$ cat src/rtl/sfx_pkg.sv
// sfx_pkg: shared definitions for the sound-effect player.
//   - sound_e      : sound IDs as driven on soundselector by gamestate.
//   - NOTE_*       : note frequencies in Hz.
//   - MAX_NOTES    : longest sequence length.
//   - half_period(): clocks per half-cycle of a square wave, saturated to 17 bits.
package sfx_pkg;

  typedef enum logic [1:0] {
    UI_PRESS    = 2'd0,
    NEXTLEVEL   = 2'd1,
    CRASH       = 2'd2,
    CELEBRATION = 2'd3
  } sound_e;

  localparam int unsigned NOTE_C4 = 262;
  localparam int unsigned NOTE_E4 = 330;
  localparam int unsigned NOTE_G4 = 392;
  localparam int unsigned NOTE_C5 = 523;
  localparam int unsigned NOTE_E5 = 659;
  localparam int unsigned NOTE_G5 = 784;
  localparam int unsigned NOTE_C6 = 1047;

  localparam int unsigned MAX_NOTES = 4;
  localparam int unsigned HALF_W    = 17;

  // Evaluated at elaboration only; a half-period wider than the tone counter saturates.
  function automatic logic [HALF_W-1:0] half_period(input int unsigned clk_hz,
                                                    input int unsigned freq_hz);
    int unsigned h;
    h = clk_hz / (2 * freq_hz);
    if (h > 32'h1FFFF) half_period = 17'h1FFFF;
    else               half_period = h[HALF_W-1:0];
  endfunction

endpackage

$ cat src/rtl/sfx_rom.sv
// sfx_rom: combinational note table for each sound effect.
// Ports:
//   i_sel  [1:0]  - latched sound ID (sound_e encoding)
//   i_idx  [1:0]  - note index within the sequence
//   o_half [16:0] - half-period in clocks of the selected note (0 = rest / out of range)
//   o_last        - high when i_idx is the final note of the sequence
module sfx_rom
  import sfx_pkg::*;
#(
  parameter int unsigned CLK_FREQ_HZ = 25_125_000
) (
  input  logic [1:0]        i_sel,
  input  logic [1:0]        i_idx,
  output logic [HALF_W-1:0] o_half,
  output logic              o_last
);

  localparam logic [HALF_W-1:0] H_C4 = half_period(CLK_FREQ_HZ, NOTE_C4);
  localparam logic [HALF_W-1:0] H_E4 = half_period(CLK_FREQ_HZ, NOTE_E4);
  localparam logic [HALF_W-1:0] H_G4 = half_period(CLK_FREQ_HZ, NOTE_G4);
  localparam logic [HALF_W-1:0] H_C5 = half_period(CLK_FREQ_HZ, NOTE_C5);
  localparam logic [HALF_W-1:0] H_E5 = half_period(CLK_FREQ_HZ, NOTE_E5);
  localparam logic [HALF_W-1:0] H_G5 = half_period(CLK_FREQ_HZ, NOTE_G5);
  localparam logic [HALF_W-1:0] H_C6 = half_period(CLK_FREQ_HZ, NOTE_C6);

  always_comb begin
    o_half = '0;
    o_last = 1'b0;
    case (sound_e'(i_sel))
      UI_PRESS: begin
        if (i_idx == 2'd0) o_half = H_C6;
        o_last = (i_idx == 2'd0);
      end
      NEXTLEVEL: begin
        case (i_idx)
          2'd0:    o_half = H_C5;
          2'd1:    o_half = H_E5;
          2'd2:    o_half = H_G5;
          default: o_half = '0;
        endcase
        o_last = (i_idx == 2'd2);
      end
      CRASH: begin
        case (i_idx)
          2'd0:    o_half = H_G4;
          2'd1:    o_half = H_E4;
          default: o_half = H_C4;
        endcase
        o_last = (i_idx == 2'd3);
      end
      default: begin
        case (i_idx)
          2'd0:    o_half = H_C5;
          2'd1:    o_half = H_E5;
          2'd2:    o_half = H_G5;
          default: o_half = H_C6;
        endcase
        o_last = (i_idx == 2'd3);
      end
    endcase
  end

endmodule

$ cat src/rtl/sfx_player.sv
// sfx_player: plays a 1-4 note square-wave sequence on a 1-bit speaker for each game event.
// Optional feature macro: SFX_MUTE_EN (adds i_mute, gating the speaker output only).
// Ports:
//   i_clk                - system (pixel) clock
//   i_reset              - asynchronous active-high reset
//   i_soundselector[1:0] - sound ID, latched on a playsound rising edge
//   i_playsound          - request; each rising edge starts (or restarts) a sequence
//   i_mute               - (SFX_MUTE_EN only) forces the speaker low
//   o_speaker            - square-wave audio
//   o_busy               - high while a sequence, including its gaps, is playing
module sfx_player
  import sfx_pkg::*;
#(
  parameter int unsigned CLK_FREQ_HZ = 25_125_000,
  parameter int unsigned NOTE_CYCLES = 2_512_500,
  parameter int unsigned GAP_CYCLES  = 251_250
) (
  input  logic       i_clk,
  input  logic       i_reset,
  input  logic [1:0] i_soundselector,
  input  logic       i_playsound,
`ifdef SFX_MUTE_EN
  input  logic       i_mute,
`endif
  output logic       o_speaker,
  output logic       o_busy
);

  localparam int unsigned MAX_CYC = (NOTE_CYCLES > GAP_CYCLES) ? NOTE_CYCLES : GAP_CYCLES;
  localparam int          CNT_W   = $clog2(MAX_CYC + 1);
  localparam int          IDX_W   = $clog2(MAX_NOTES);

  localparam logic [CNT_W-1:0] NOTE_LAST = CNT_W'(NOTE_CYCLES - 1);
  localparam logic [CNT_W-1:0] GAP_LAST  = (GAP_CYCLES == 0) ? '0 : CNT_W'(GAP_CYCLES - 1);

  typedef enum logic [1:0] {StIdle, StPlay, StGap} state_e;

  state_e              r_state;
  logic [1:0]          r_sel;
  logic [IDX_W-1:0]    r_idx;
  logic [CNT_W-1:0]    r_cnt;    // shared note / gap counter
  logic [HALF_W-1:0]   r_tone;
  logic                r_speaker;
  logic                r_busy;
  logic                r_playsound_q;

  logic                w_trig;
  logic [HALF_W-1:0]   w_half;
  logic                w_last;

  assign w_trig = i_playsound & ~r_playsound_q;

  sfx_rom #(
    .CLK_FREQ_HZ(CLK_FREQ_HZ)
  ) u_rom (
    .i_sel  (r_sel),
    .i_idx  (r_idx),
    .o_half (w_half),
    .o_last (w_last)
  );

  always_ff @(posedge i_clk or posedge i_reset) begin
    if (i_reset) begin
      r_state       <= StIdle;
      r_sel         <= '0;
      r_idx         <= '0;
      r_cnt         <= '0;
      r_tone        <= '0;
      r_speaker     <= 1'b0;
      r_busy        <= 1'b0;
      r_playsound_q <= 1'b0;
    end else begin
      r_playsound_q <= i_playsound;
      if (w_trig) begin
        // A new request wins over whatever the sequencer would have done this cycle.
        r_sel     <= i_soundselector;
        r_idx     <= '0;
        r_cnt     <= '0;
        r_tone    <= '0;
        r_speaker <= 1'b0;
        r_busy    <= 1'b1;
        r_state   <= StPlay;
      end else begin
        case (r_state)
          StPlay: begin
            if (r_cnt == NOTE_LAST) begin
              r_speaker <= 1'b0;
              r_cnt     <= '0;
              r_tone    <= '0;
              if (w_last) begin
                r_state <= StIdle;
                r_busy  <= 1'b0;
              end else if (GAP_CYCLES == 0) begin
                r_idx <= r_idx + IDX_W'(1);
              end else begin
                r_state <= StGap;
              end
            end else begin
              r_cnt <= r_cnt + CNT_W'(1);
              if (w_half == '0) begin
                r_speaker <= 1'b0;
              end else if (r_tone == w_half - HALF_W'(1)) begin
                r_speaker <= ~r_speaker;
                r_tone    <= '0;
              end else begin
                r_tone <= r_tone + HALF_W'(1);
              end
            end
          end
          StGap: begin
            r_speaker <= 1'b0;
            if (r_cnt == GAP_LAST) begin
              r_idx   <= r_idx + IDX_W'(1);
              r_cnt   <= '0;
              r_tone  <= '0;
              r_state <= StPlay;
            end else begin
              r_cnt <= r_cnt + CNT_W'(1);
            end
          end
          default: begin
            r_speaker <= 1'b0;
            r_busy    <= 1'b0;
          end
        endcase
      end
    end
  end

`ifdef SFX_MUTE_EN
  assign o_speaker = r_speaker & ~i_mute;
`else
  assign o_speaker = r_speaker;
`endif
  assign o_busy = r_busy;

endmodule

$ cat config.mk
export PLATFORM = sky130hd
export DESIGN_NAME = sfx_player
export DESIGN_NICKNAME = d
export VERILOG_FILES = /design/src/rtl/sfx_pkg.sv /design/src/rtl/sfx_rom.sv /design/src/rtl/sfx_player.sv
export SDC_FILE = /design/constraint.sdc
export NUM_CORES = 1
export LEC_CHECK = 0
export ABC_AREA = 1
export CORE_MARGIN = 5
export CORE_UTILIZATION = 59
export CTS_CLUSTER_DIAMETER = 80
export DETAILED_ROUTE_END_ITERATION = 8
export PLACE_DENSITY_LB_ADDON = 0.1
export SLEW_MARGIN = 20
export SYNTH_ARGS = -nofsm -noshare
export SYNTH_HDL_FRONTEND = slang
export SYNTH_SLANG_ARGS = --single-unit
export TNS_END_PERCENT = 1
$ cat constraint.sdc
create_clock -name i_clk -period 3.7 [get_ports i_clk]
set_input_delay 0.74 -clock i_clk [delete_from_list [all_inputs] [get_ports i_clk]]
set_output_delay 0.74 -clock i_clk [all_outputs]
set_load 0.01 [all_outputs]
==> flow_metrics.tcl <==
set metrics [dict create \
    yosys-top-cells-area "dfrtp_1 (31%), nand2_1 (14%), inv_1 (8.8%)" \
    utilization_pct 63.9 \
    p_sw_w 0.00120 \
    rr_endpoint "r_tone[6]" \
    status "complete, no violations" \
    hold_viol 0 \
    yosys_warnings 0 \
    arrival_ns 3.57 \
    clockRootBuffer "clkbuf_8" \
    dieArea_sq_um 8290 \
    synth_mux_area_share_pct 0 \
    reg2reg_depth 18 \
    overflow 0 \
    drive_gt1_share_pct 6.97 \
    p_int_w 0.00119 \
    critical_path_class "reg -> reg" \
    antenna_found_initial 0 \
    leakagePower_nw 2.05 \
    r2r_slack_ns 0.31 \
    place_congestion 0.968 \
    regToRegStartpoint "r_idx[0]" \
    htreeDepth 2 \
    grt_pass1_wl_mm 16.0 \
    nets 604 \
    synth_fa_ha_area_share_pct 3.87 \
    holdBufCountCts 0 \
    cp.buffers_inverters 4 \
    ys_seq_area_share_pct 31.0 \
    core_area_sq_um 6390 \
    p_seq_share_pct 28.2 \
    start_util_pct 60.7 \
    clock.fmax_mhz 295 \
    p_per_area_nw_per_um2 585 \
    grt_util_all_layers_pct 22.9 \
    final_common_cell "nand2_1" \
    hold_path_end "r_cnt[5]" \
    slew_viol_final 0 \
    numCtsBuffers 5 \
    hp-class "reg -> reg" \
    routed_wl_mm 9.30 \
    diodes 0 \
    synth_top_family_by_area "simple AND/OR/NAND/NOR gates" \
    clk_pin_slew_ns 0.10 \
    cp_slowest_stage_delay_ns 0.45 \
    synthesis.nets 597 \
    slowest_stage "dfrtp_1" \
    layout_common_cells "nand2_1 (148), inv_1 (90), nor2_1 (64)" \
    critical_path.top_delay_family "simple AND/OR/NAND/NOR gates" \
    peakVddDrop_uv 285 \
    num_vias 3745 \
    p_sw_share_pct 50.3 \
    routed_via_density 5.63 \
    finalCritPeriodShare_pct 91.5 \
    end_kind "register" \
    drtAntennaViolNets 0 \
    area_delta_synth_final_pct 5.16 \
    synth_compound_area_share_pct 7.32 \
    wl_per_cell_um 14.0 \
    synth.avg_cell_area_sq_um 6.69 \
    hold_start "r_cnt[5]" \
    setup_tns_ns 0 \
    synth_seq_cells 48 \
    crit_required_ns 3.89 \
    netlist_area_sq_um 3880 \
    rsz0062_at_grt "no" \
    tightest_slew_ns 0.834 \
    period_needed_ns 3.39 \
    setup_viol 0 \
    pwr-share-clk_pct 13.5 \
    slew_headroom_pct 44.3 \
    drtPass1Iterations 5 \
    synth_cells 580 \
    dp_hpwl_mm 7.20 \
    ios 7 \
    drt_iter0_drc 236 \
    combPwrFrac_pct 58.3 \
    yosys.area.top_type_share_pct 31.0 \
    critPathMaxFanout 16 \
    cts_tree "done" \
    clk_path_buf_depth 2 \
    cp-start-kind "register" \
    ys_types 42 \
    hold_depth 2 \
    path_depth 18 \
    numPortBuffers 6 \
    synth_top_area_cell "dfrtp_1" \
    grt_pass1_vias 3614 \
    die_h_um 91.1 \
    synth_xor_area_share_pct 4.52 \
    die_w_um 91.1 \
    cts_resized 0 \
    cts_sinks 48 \
    insertion_delay_ns 0.30 \
    synth_simple_gate_area_share_pct 42.5 \
    post_cts_buffers 0 \
    fin_skew_ns 0.00942 \
    holdWs_ns 0.516 \
    grt_max_degree 49 \
    rows 29 \
    drc 0 \
    path_cells "inv_1 -> ha_1 -> inv_1 -> nand3_1 -> nand4_1 -> inv_1 -> ha_1 -> nand4_2 -> nor2_8 -> nand3_2 -> nand2_1 -> nand2_1 -> inv_1 -> nand2_1 -> nor2_2 -> nand4_2 -> nand3b_1 -> nand2_1" \
    cap_violations 0 \
]
## stage by stage
| stage | cells | setup WS [ns] | instance area, sq um | total power [W] |
|---|---|---|---|---|
| 6_report | 665 | 0.315 | 4080 | 0.00238 |
| 5_1_grt | 665 | 0.00541 | 4080 | 0.00259 |
| 4_1_cts | 665 | 0.334 | 4080 | 0.00238 |
| 3_5_place_dp | 657 | 0.351 | 3980 | 0.00205 |
| 3_3_place_gp | 657 | 0.411 | 3980 | 0.00202 |
| 2_1_floorplan | 580 | 0.932 | 3880 | 0.00177 |
## Yosys cell counts (all sizes together)
master and count:
o21a 2, dfrtp 48, nor4 7, nand3 60, a31oi 2, nand4 17, a211oi 1, buf 6
nor2 74, nor3 18, nor3b 1, nand3b 12, o21bai 2, o22ai 1, ha 12, a21boi 1
o31ai 1, or2 3, a221oi 1, o211ai 2, o21ai 20, a21oi 17, inv 94, clkbuf 2
xnor2 4, xor2 16, nand2 156
## area by class of cell
cell class                 instances  area, sq um
timing repair buffer               8         75.1
tap                               77         96.3
inverter                          94          357
clock inverter                     3         23.8
fill                             595         2310
sequential                        48         1200
clock buffer                       5         68.8
multi-input combinational        430         2260
## registers in the layout (all words and copies together), names as in the netlist
name           flops
r_cnt             22
r_sel              2
r_playsound_q      1
r_state            2
o_speaker          1
r_idx              2
o_busy             1
r_tone            17
## power by group through the flow
stage	Sequential (W)	Combinational (W)	Clock, W
global route	0.000684	0.00155	0.000356
detailed placement	0.000681	0.00137	0
CTS	0.000672	0.00138	0.000331
floorplan	0.000656	0.00111	0
finish	0.000672	0.00139	0.000322
global placement	0.000680	0.00134	0
## routing by layer
metal	part of all wire, %	up-vias	global-route usage, %
met1	45	1764	28.9
met3	3.6	14	2.73
li1	-	1872	-
met2	50	95	41.0
met5	0	-	0
met4	1.7	0	6.60
## cell families (layout without fill, tap and decap cells)
logic type | Yosys count | after routing
adders and majority gates | 12 | 12
xor gates and xnor gates | 20 | 20
AOI/OAI and AO/OA | 50 | 50
and+or+nand+nor | 348 | 348
buffers and inverters | 102 | 110
DFF | 48 | 48
## worst min-delay path, cell delays in order (launching register included)
cell	delay, ns
dfrtp_1	0.39
inv_1	0.05
a21oi_1	0.05
## worst max path at each step
stage | start | to | slack (ns)
floorplan | r_idx[0] | r_tone[3] | 0.93
global placement | i_playsound | r_cnt[19] | 0.41
detailed placement | r_idx[0] | r_tone[6] | 0.35
CTS | r_idx[0] | r_tone[6] | 0.33
global route | r_idx[0] | r_tone[5] | 0.005
finish | r_idx[0] | r_tone[6] | 0.31
(Power assumes the default switching activity.)
